File: src/rtl/fifo_pkg.sv
// Shared pointer helpers for the async FIFO write- and read-side blocks.
// The Gray conversions work on a 32-bit container; zero-extend narrower pointers on the way in.
package fifo_pkg;

  localparam int DEF_ADDR_SIZE = 4;
  localparam int DEPTH         = 1 << DEF_ADDR_SIZE;

  function automatic logic [31:0] bin2gray(input logic [31:0] bin);
    return bin ^ (bin >> 1);
  endfunction

  // Zero upper bits pass through the prefix unchanged, so any width <= 32 converts correctly.
  function automatic logic [31:0] gray2bin(input logic [31:0] gray);
    logic [31:0] bin;
    bin[31] = gray[31];
    for (int i = 30; i >= 0; i--) begin
      bin[i] = bin[i+1] ^ gray[i];
    end
    return bin;
  endfunction

endpackage

File: src/rtl/gray_to_bin.sv
// Combinational Gray-to-binary converter: each binary bit is the XOR of all Gray bits at or above it.
module gray_to_bin #(
  parameter int WIDTH = 5
) (
  input  logic [WIDTH-1:0] gray_i,
  output logic [WIDTH-1:0] bin_o
);

  for (genvar i = 0; i < WIDTH; i++) begin : g_bit
    assign bin_o[i] = ^gray_i[WIDTH-1:i];
  end

endmodule

File: src/rtl/w_ptr_full_level.sv
// Write-side pointer/flag block of the async FIFO: binary and Gray write pointers,
// full, almost-full, fill level and sticky overflow, all in the write clock domain.
module w_ptr_full_level
  import fifo_pkg::*;
#(
  parameter int ADDR_SIZE = fifo_pkg::DEF_ADDR_SIZE
) (
  input  logic                 w_clk,
  input  logic                 w_rst,
  input  logic [ADDR_SIZE:0]   w_syn_r_gray,
  input  logic                 w_inc,
  input  logic [ADDR_SIZE:0]   w_afull_thresh,
  input  logic                 w_ovf_clr,
  output logic                 w_accept,
  output logic [ADDR_SIZE-1:0] w_addr,
  output logic [ADDR_SIZE:0]   w_gray,
  output logic                 w_full,
  output logic                 w_afull,
  output logic [ADDR_SIZE:0]   w_level,
  output logic                 w_ovf
);

  localparam int             PW      = ADDR_SIZE + 1;
  localparam logic [PW-1:0]  DEPTH_C = PW'(1) << ADDR_SIZE;

  logic [PW-1:0] w_bin_q,   w_bin_d;
  logic [PW-1:0] w_gray_q,  w_gray_d;
  logic [PW-1:0] w_level_q, w_level_d;
  logic          w_full_q,  w_full_d;
  logic          w_afull_q, w_afull_d;
  logic          w_ovf_q,   w_ovf_d;

  logic [PW-1:0] r_bin;
  logic [PW-1:0] thresh_c;

  gray_to_bin #(.WIDTH(PW)) u_r_gray_to_bin (
    .gray_i (w_syn_r_gray),
    .bin_o  (r_bin)
  );

  // A write in the reset cycle is dropped along with the rest of the pointer state.
  assign w_accept = w_inc & ~w_full_q & ~w_rst;

  assign thresh_c = (w_afull_thresh > DEPTH_C) ? DEPTH_C : w_afull_thresh;

  always_comb begin
    w_bin_d   = w_bin_q + PW'(w_accept);
    w_gray_d  = PW'(bin2gray(32'(w_bin_d)));
    // Full: next Gray pointer is the read Gray pointer with its two MSbs inverted.
    w_full_d  = (w_gray_d == {~w_syn_r_gray[PW-1:PW-2], w_syn_r_gray[PW-3:0]});
    // Modular subtract; the synced read pointer lags, so this only ever over-reports.
    w_level_d = w_bin_d - r_bin;
    w_afull_d = (w_afull_thresh != '0) && (w_level_d >= thresh_c);
    w_ovf_d   = (w_inc & w_full_q) | (w_ovf_q & ~w_ovf_clr);
  end

  // NOTE: state registers use non-blocking assignments so every flop samples the pre-edge values.
  always_ff @(posedge w_clk) begin
    if (w_rst) begin
      w_bin_q   <= '0;
      w_gray_q  <= '0;
      w_level_q <= '0;
      w_full_q  <= 1'b0;
      w_afull_q <= 1'b0;
      w_ovf_q   <= 1'b0;
    end else begin
      w_bin_q   <= w_bin_d;
      w_gray_q  <= w_gray_d;
      w_level_q <= w_level_d;
      w_full_q  <= w_full_d;
      w_afull_q <= w_afull_d;
      w_ovf_q   <= w_ovf_d;
    end
  end

  assign w_addr  = w_bin_q[ADDR_SIZE-1:0];
  assign w_gray  = w_gray_q;
  assign w_full  = w_full_q;
  assign w_afull = w_afull_q;
  assign w_level = w_level_q;
  assign w_ovf   = w_ovf_q;

endmodule

File: config.mk
export PLATFORM = sky130hd
export DESIGN_NAME = w_ptr_full_level
export DESIGN_NICKNAME = d
export VERILOG_FILES = /design/src/rtl/fifo_pkg.sv /design/src/rtl/gray_to_bin.sv /design/src/rtl/w_ptr_full_level.sv
export SDC_FILE = /design/constraint.sdc
export NUM_CORES = 1
export LEC_CHECK = 0
export CORE_MARGIN = 2
export CORE_UTILIZATION = 32
export CTS_CLUSTER_DIAMETER = 60
export CTS_CLUSTER_SIZE = 10
export DETAILED_ROUTE_END_ITERATION = 16
export PLACE_DENSITY_LB_ADDON = 0.08
export SYNTH_ARGS = -nofsm -noshare
export SYNTH_HDL_FRONTEND = slang
export SYNTH_SLANG_ARGS = --single-unit
export TNS_END_PERCENT = 10
File: constraint.sdc
create_clock -name w_clk -period 5.12 [get_ports w_clk]
set_clock_uncertainty 0.1 [all_clocks]
set_input_delay 1.024 -clock w_clk [delete_from_list [all_inputs] [get_ports w_clk]]
set_output_delay 1.024 -clock w_clk [all_outputs]
set_load 0.01 [all_outputs]
# Word level (Yosys, flattened, before mapping)
# Cells that the tools add are included.
[word_totals]
regBits = 18
output_inout_bits = 18
elab_cells = 28
[classes]
n_reduce_logical = 6
mux = 1
order_cmp = 2
eq_ne = 1
addsub = 2
bitwise_logic = 10
[ops]
columns = ["operator", "n"]
rows = [
  ["5-bit by 1-bit adder with 5-bit output", 1],
  ["5-bit equality test", 1],
  ["5-bit >= comparator", 1],
  ["5-bit > comparator (second input constant)", 1],
  ["5-bit 2-to-1 mux", 1],
  ["5-bit nonzero test", 1],
  ["5-bit parity", 1],
  ["5-bit subtractor", 1],
  ["5-bit by 4-bit XOR with 5-bit output", 1],
  ["1-bit AND", 4],
  ["4-bit parity", 1],
  ["1-bit NOT", 3],
  ["3-bit parity", 1],
  ["2-bit NOT", 1],
  ["2-bit parity", 1],
  ["1-bit logical AND", 1],
  ["1-bit bitwise OR", 1],
]

# Depth between registers and ports, before layout
[logic_depth]
word_depth = 7
mapped_depth = 15
mapped_depth_nobuf = 14

# Cells and area by module
# From an unflattened synthesis, not the netlist that was laid out.
[unflattened]
cells_unflattened = 101
area_unflattened_um2 = 979.7
[by_module_without_submodules]
columns = ["module", "cells_each", "n_inst", "area_each_um2", "seq_area_each_um2"]
rows = [
  ["w_ptr_full_level", 95, 1, 907.1, 340.3],
  ["gray_to_bin", 6, 1, 72.6, 0.0],
]

# Least setup slack after synthesis
# No wires, ideal clock.
[synth_timing]
kind = "input-to-reg"
start = "input port w_rst"
end = "register w_afull_q (netlist: w_afull)"
stages = 13
arrival_time_ps = 3891
path_slack_ps = 999
n_path_buf = 1
required_time_ps = 4889
setup_ps = 131
path_cell_list = "clkbuf_1 nor3b_1 ha_1 ha_1 xor2_2 ha_1 nor3b_1 a311oi_2 xnor2_1 ha_1 a21o_1 a21oi_1 a211oi_1"
[synth_via]
elab_chain_cells = 6
[synth_rtl]
columns = ["element", "line_no", "rtl"]
rows = [
  ["start, declared", "w_ptr_full_level.sv:9", "input logic w_rst,"],
  ["1-bit NOT", "w_ptr_full_level.sv:42", "assign w_accept = w_inc & ~w_full_q & ~w_rst;"],
  ["1-bit AND", "w_ptr_full_level.sv:42", ""],
  ["net w_accept", "w_ptr_full_level.sv:14", "output logic w_accept,"],
  ["5-bit by 1-bit adder with 5-bit output", "w_ptr_full_level.sv:47", "w_bin_d = w_bin_q + PW'(w_accept);"],
  ["net w_bin_d[2]", "w_ptr_full_level.sv:26", "logic [PW-1:0] w_bin_q, w_bin_d;"],
  ["5-bit subtractor", "w_ptr_full_level.sv:52", "w_level_d = w_bin_d - r_bin;"],
  ["net w_level_d[3]", "w_ptr_full_level.sv:28", "logic [PW-1:0] w_level_q, w_level_d;"],
  ["5-bit >= comparator", "w_ptr_full_level.sv:53", "w_afull_d = (w_afull_thresh != '0) && (w_level_d >= thresh_c);"],
  ["1-bit logical AND", "w_ptr_full_level.sv:53", ""],
  ["end signal, assigned", "w_ptr_full_level.sv:71", "w_afull_q <= w_afull_d;"],
  ["end, declared", "w_ptr_full_level.sv:30", "logic w_afull_q, w_afull_d;"],
]
# The timed path passes the listed nets, and every way through them passes these cells.
# A chain may end at the register's enable or synchronous reset.

# Final worst setup path
[layout_timing]
start = "input port w_inc"
end = "register w_afull_q (netlist: w_afull)"
[layout_via]
elab_chain_cells = 6
[layout_rtl]
columns = ["element", "line_no", "rtl"]
rows = [
  ["start, declared", "w_ptr_full_level.sv:11", "input logic w_inc,"],
  ["1-bit AND (2 in a row)", "w_ptr_full_level.sv:42", ""],
  ["5-bit by 1-bit adder with 5-bit output", "w_ptr_full_level.sv:47", ""],
  ["net w_bin_d[2]", "w_ptr_full_level.sv:26", ""],
  ["5-bit subtractor", "w_ptr_full_level.sv:52", ""],
  ["net w_level_d[3]", "w_ptr_full_level.sv:28", ""],
  ["5-bit >= comparator", "w_ptr_full_level.sv:53", ""],
  ["1-bit logical AND", "w_ptr_full_level.sv:53", ""],
]
# The timed path passes the listed nets, and every way through them passes these cells.

==> impl_metrics.ini <==
[outcome]
status = finished clean

[logic_synthesis]
synthTopCellsByArea = dfxtp_1 34%, ha_1 15%, xnor2_1 10%
synth_cell_types = 25
yosysMostFrequentCell = dfxtp_1
synthAdderAreaFrac_pct = 14.8
synth_top_family_by_area = XOR/XNOR gates
synth_top_area_cell = dfxtp_1
synth_flop_cell = dfxtp_1
muxShareOfSynthArea_pct = 0
async_flop_share_pct = 0
synth_commonest_cells = 17 x dfxtp_1, 15 x nor2_1, 12 x ha_1, 12 x xnor2_1, 7 x xor2_1
synth-compound-area-share_pct = 7.65
syn_area_per_cell_um2 = 9.56
synth_cells = 106
syn-num-nets = 132
synth_top_area_share_pct = 33.6
ys_seq_area_share_pct = 33.6
ys_warn_count = 0
synthXorXnorAreaFrac_pct = 23.1
synth_edf_count = 0
synthSimpleGateAreaFrac_pct = 18.3
yosys_register_bits = 17
netlist_area_um2 = 1010

[hold_path]
hp-class = reg -> reg
hold_end = w_ovf
hold-path-cell-count = 2
hp-start = w_ovf

[critical_path]
worstSetupPathType = in -> reg
cpPeakStageDelay_ps = 470
crit_buf_inv = 2
crit_family = adder cells
cp.required_ps = 5190
crit_path_max_fanout = 9
r2r_cells = 13
path_common_cell = ha_1
path_cells = clkdlybuf4s50_1 > nor3b_1 > ha_1 > ha_1 > xor2_2 > buf_4 > ha_1 > nor3b_1 > a311oi_2 > xnor2_1 > ha_1 > a21o_1 > a21oi_1 > a211oi_1
startpoint_type = primary input
slowest_stage = clkdlybuf4s50_1
r2r-end = w_afull
worstPathArrival_ps = 4180
end_kind = flip-flop
rrSetupSlack_ps = 1890
r2r_start = w_full

[timing]
slew_viol_final = 0
fin_crit_sh_pct = 80.2
setup_viol = 0
fin_setup_tns_ps = 0
finalHoldViolCount = 0
slew_headroom_pct = 68.0
worstMarginPinSlew_ps = 478
period_needed_ps = 4100
fmax_mhz = 244
rsz0062_at_grt = false

[final_layout]
final_nets = 167
layout-drive-gt1-share_pct = 7.14
multi_input_area_um2 = 647
area_growth_pct = 39.1
n_fill_cell = 312
finish.instance_area_um2 = 1410
num_antenna_cells = 0
seq_area_um2 = 340

[clocking]
cts_max_level = 1
numCtsBuffers = 3
cts_root_buf = clkbuf_4
clock_latency_ps = 280
ctsResizeCount = 0
cts_tree = built
ctsHoldBuffers = 0
clock_path_buffers = 2
path_clk_slew_ps = 100
cts_setup_buffers = 0
cts_sinks = 17

[floorplan]
ioPinCount = 32
die_y_um = 60.3
num_rows = 20
dieArea_um2 = 3630
initial_core_util_pct = 33.5
core_area_um2 = 3030
die_x_um = 60.3

[grt]
antenna_found_initial = 0
grt_remaining_overflow = 0
grt_pass1_vias = 766
grt_max_degree = 18
grt_first_pass_wirelength_um = 3390
grt_usage_pct = 12.8

[drt]
drtIter0Drc = 18
drcViolationCount = 0
dr.pass1.iters = 4
vias_per_cell = 4.39
routedWlPerCell_um = 11.4
ant_nets = 0
routed_wl_um = 2100
vias = 807

[placed_design]
gp_congestion = 0.804
hpwl_um = 1760
placed_area_um2 = 1380
io_buffers = 31

[power_and_ir_drop]
vdd_ir_drop_max_mv = 0.0883
leakagePower_nw = 0.580
power.density_nw_per_um2 = 264

[job]
drv_cap = 0
## worst max-delay path by stage
| stage | depth (start not counted) | end | start |
|---|---|---|---|
| final | 14 | w_afull | w_inc |
| after global placement | 14 | w_afull | w_inc |
| after floorplan | 13 | w_afull | w_rst |
| after detailed placement | 14 | w_afull | w_inc |
| after global routing | 14 | w_afull | w_inc |
| after CTS | 14 | w_afull | w_inc |
## cell type report
class                   count  area share, %
multi-input cells          82           45.9
inverters                   4           1.06
clock buffers               3           1.60
flip-flops and latches     17           24.1
well taps                  44           3.90
repair buffers             33           23.1
clock inverters             1          0.355
## worst register-to-register path, cell delays in order (launching register included)
cell and delay [ps]:
dfxtp_1 340, nor3b_1 350, ha_1 220, ha_1 220
xor2_2 150, buf_4 200, ha_1 270, nor3b_1 160
a311oi_2 280, xnor2_1 200, ha_1 280, a21o_1 160
a21oi_1 140, a211oi_1 60
## cells in the final DEF, fill, tap and decap left out
cell type,instances
nand3_1,3
clkinv_2,1
nor3_1,1
a21oi_1,3
or3_1,1
o41ai_1,1
clkbuf_4,3
buf_4,2
dfxtp_1,17
xor2_1,7
xnor2_1,12
xor2_2,1
inv_1,4
a211oi_1,1
a21o_1,3
ha_1,12
xnor2_4,1
a311oi_2,1
a2111oi_0,1
nor3b_1,2
nand2_1,5
nor2b_1,6
nor2_1,15
clkdlybuf4s50_1,31
nand2b_1,2
xnor3_2,1
and3_1,1
nor4_1,2
## registers in the layout, summed over array words and instances, names as in the netlist
signal   flops
w_level      5
w_ovf        1
w_gray       4
w_afull      1
w_bin_q      5
w_full       1
## layer usage
layer	wire [um]	GRT usage, %	up-vias
met4	37	7.62	0
met3	57	0.649	4
met2	1020	21.1	19
met5	0	0	-
met1	988	16.3	361
li1	-	-	423
## power by group
part           switching [mW]  internal [mW]
clock                  0.0410         0.0290
combinational          0.0676         0.0847
sequential            0.00426          0.145
total                   0.113          0.259
## kinds of logic (layout without fill, tap and decap cells)
kind of cell,count (synthesis),count (layout)
xor+xnor,22,22
buf+inv,7,41
compound gates,10,10
simple gates,38,38
fa+ha+maj,12,12
flops,17,17
## through the flow
| stage | power, mW | hold slack, ps | utilization, % | setup WS (ps) | instances |
|---|---|---|---|---|---|
| 6_report | 0.372 | 375 | 46.6 | 1020 | 184 |
| 5_1_grt | 0.400 | 427 | 46.6 | 761 | 184 |
| 4_1_cts | 0.378 | 382 | 46.6 | 1000 | 184 |
| 3_5_place_dp | 0.306 | 368 | 45.7 | 706 | 180 |
| 3_3_place_gp | 0.304 | 360 | 45.7 | 789 | 180 |
| 2_1_floorplan | 0.247 | 389 | - | 999 | 106 |
No activity file was read; power rests on OpenSTA's default activity.
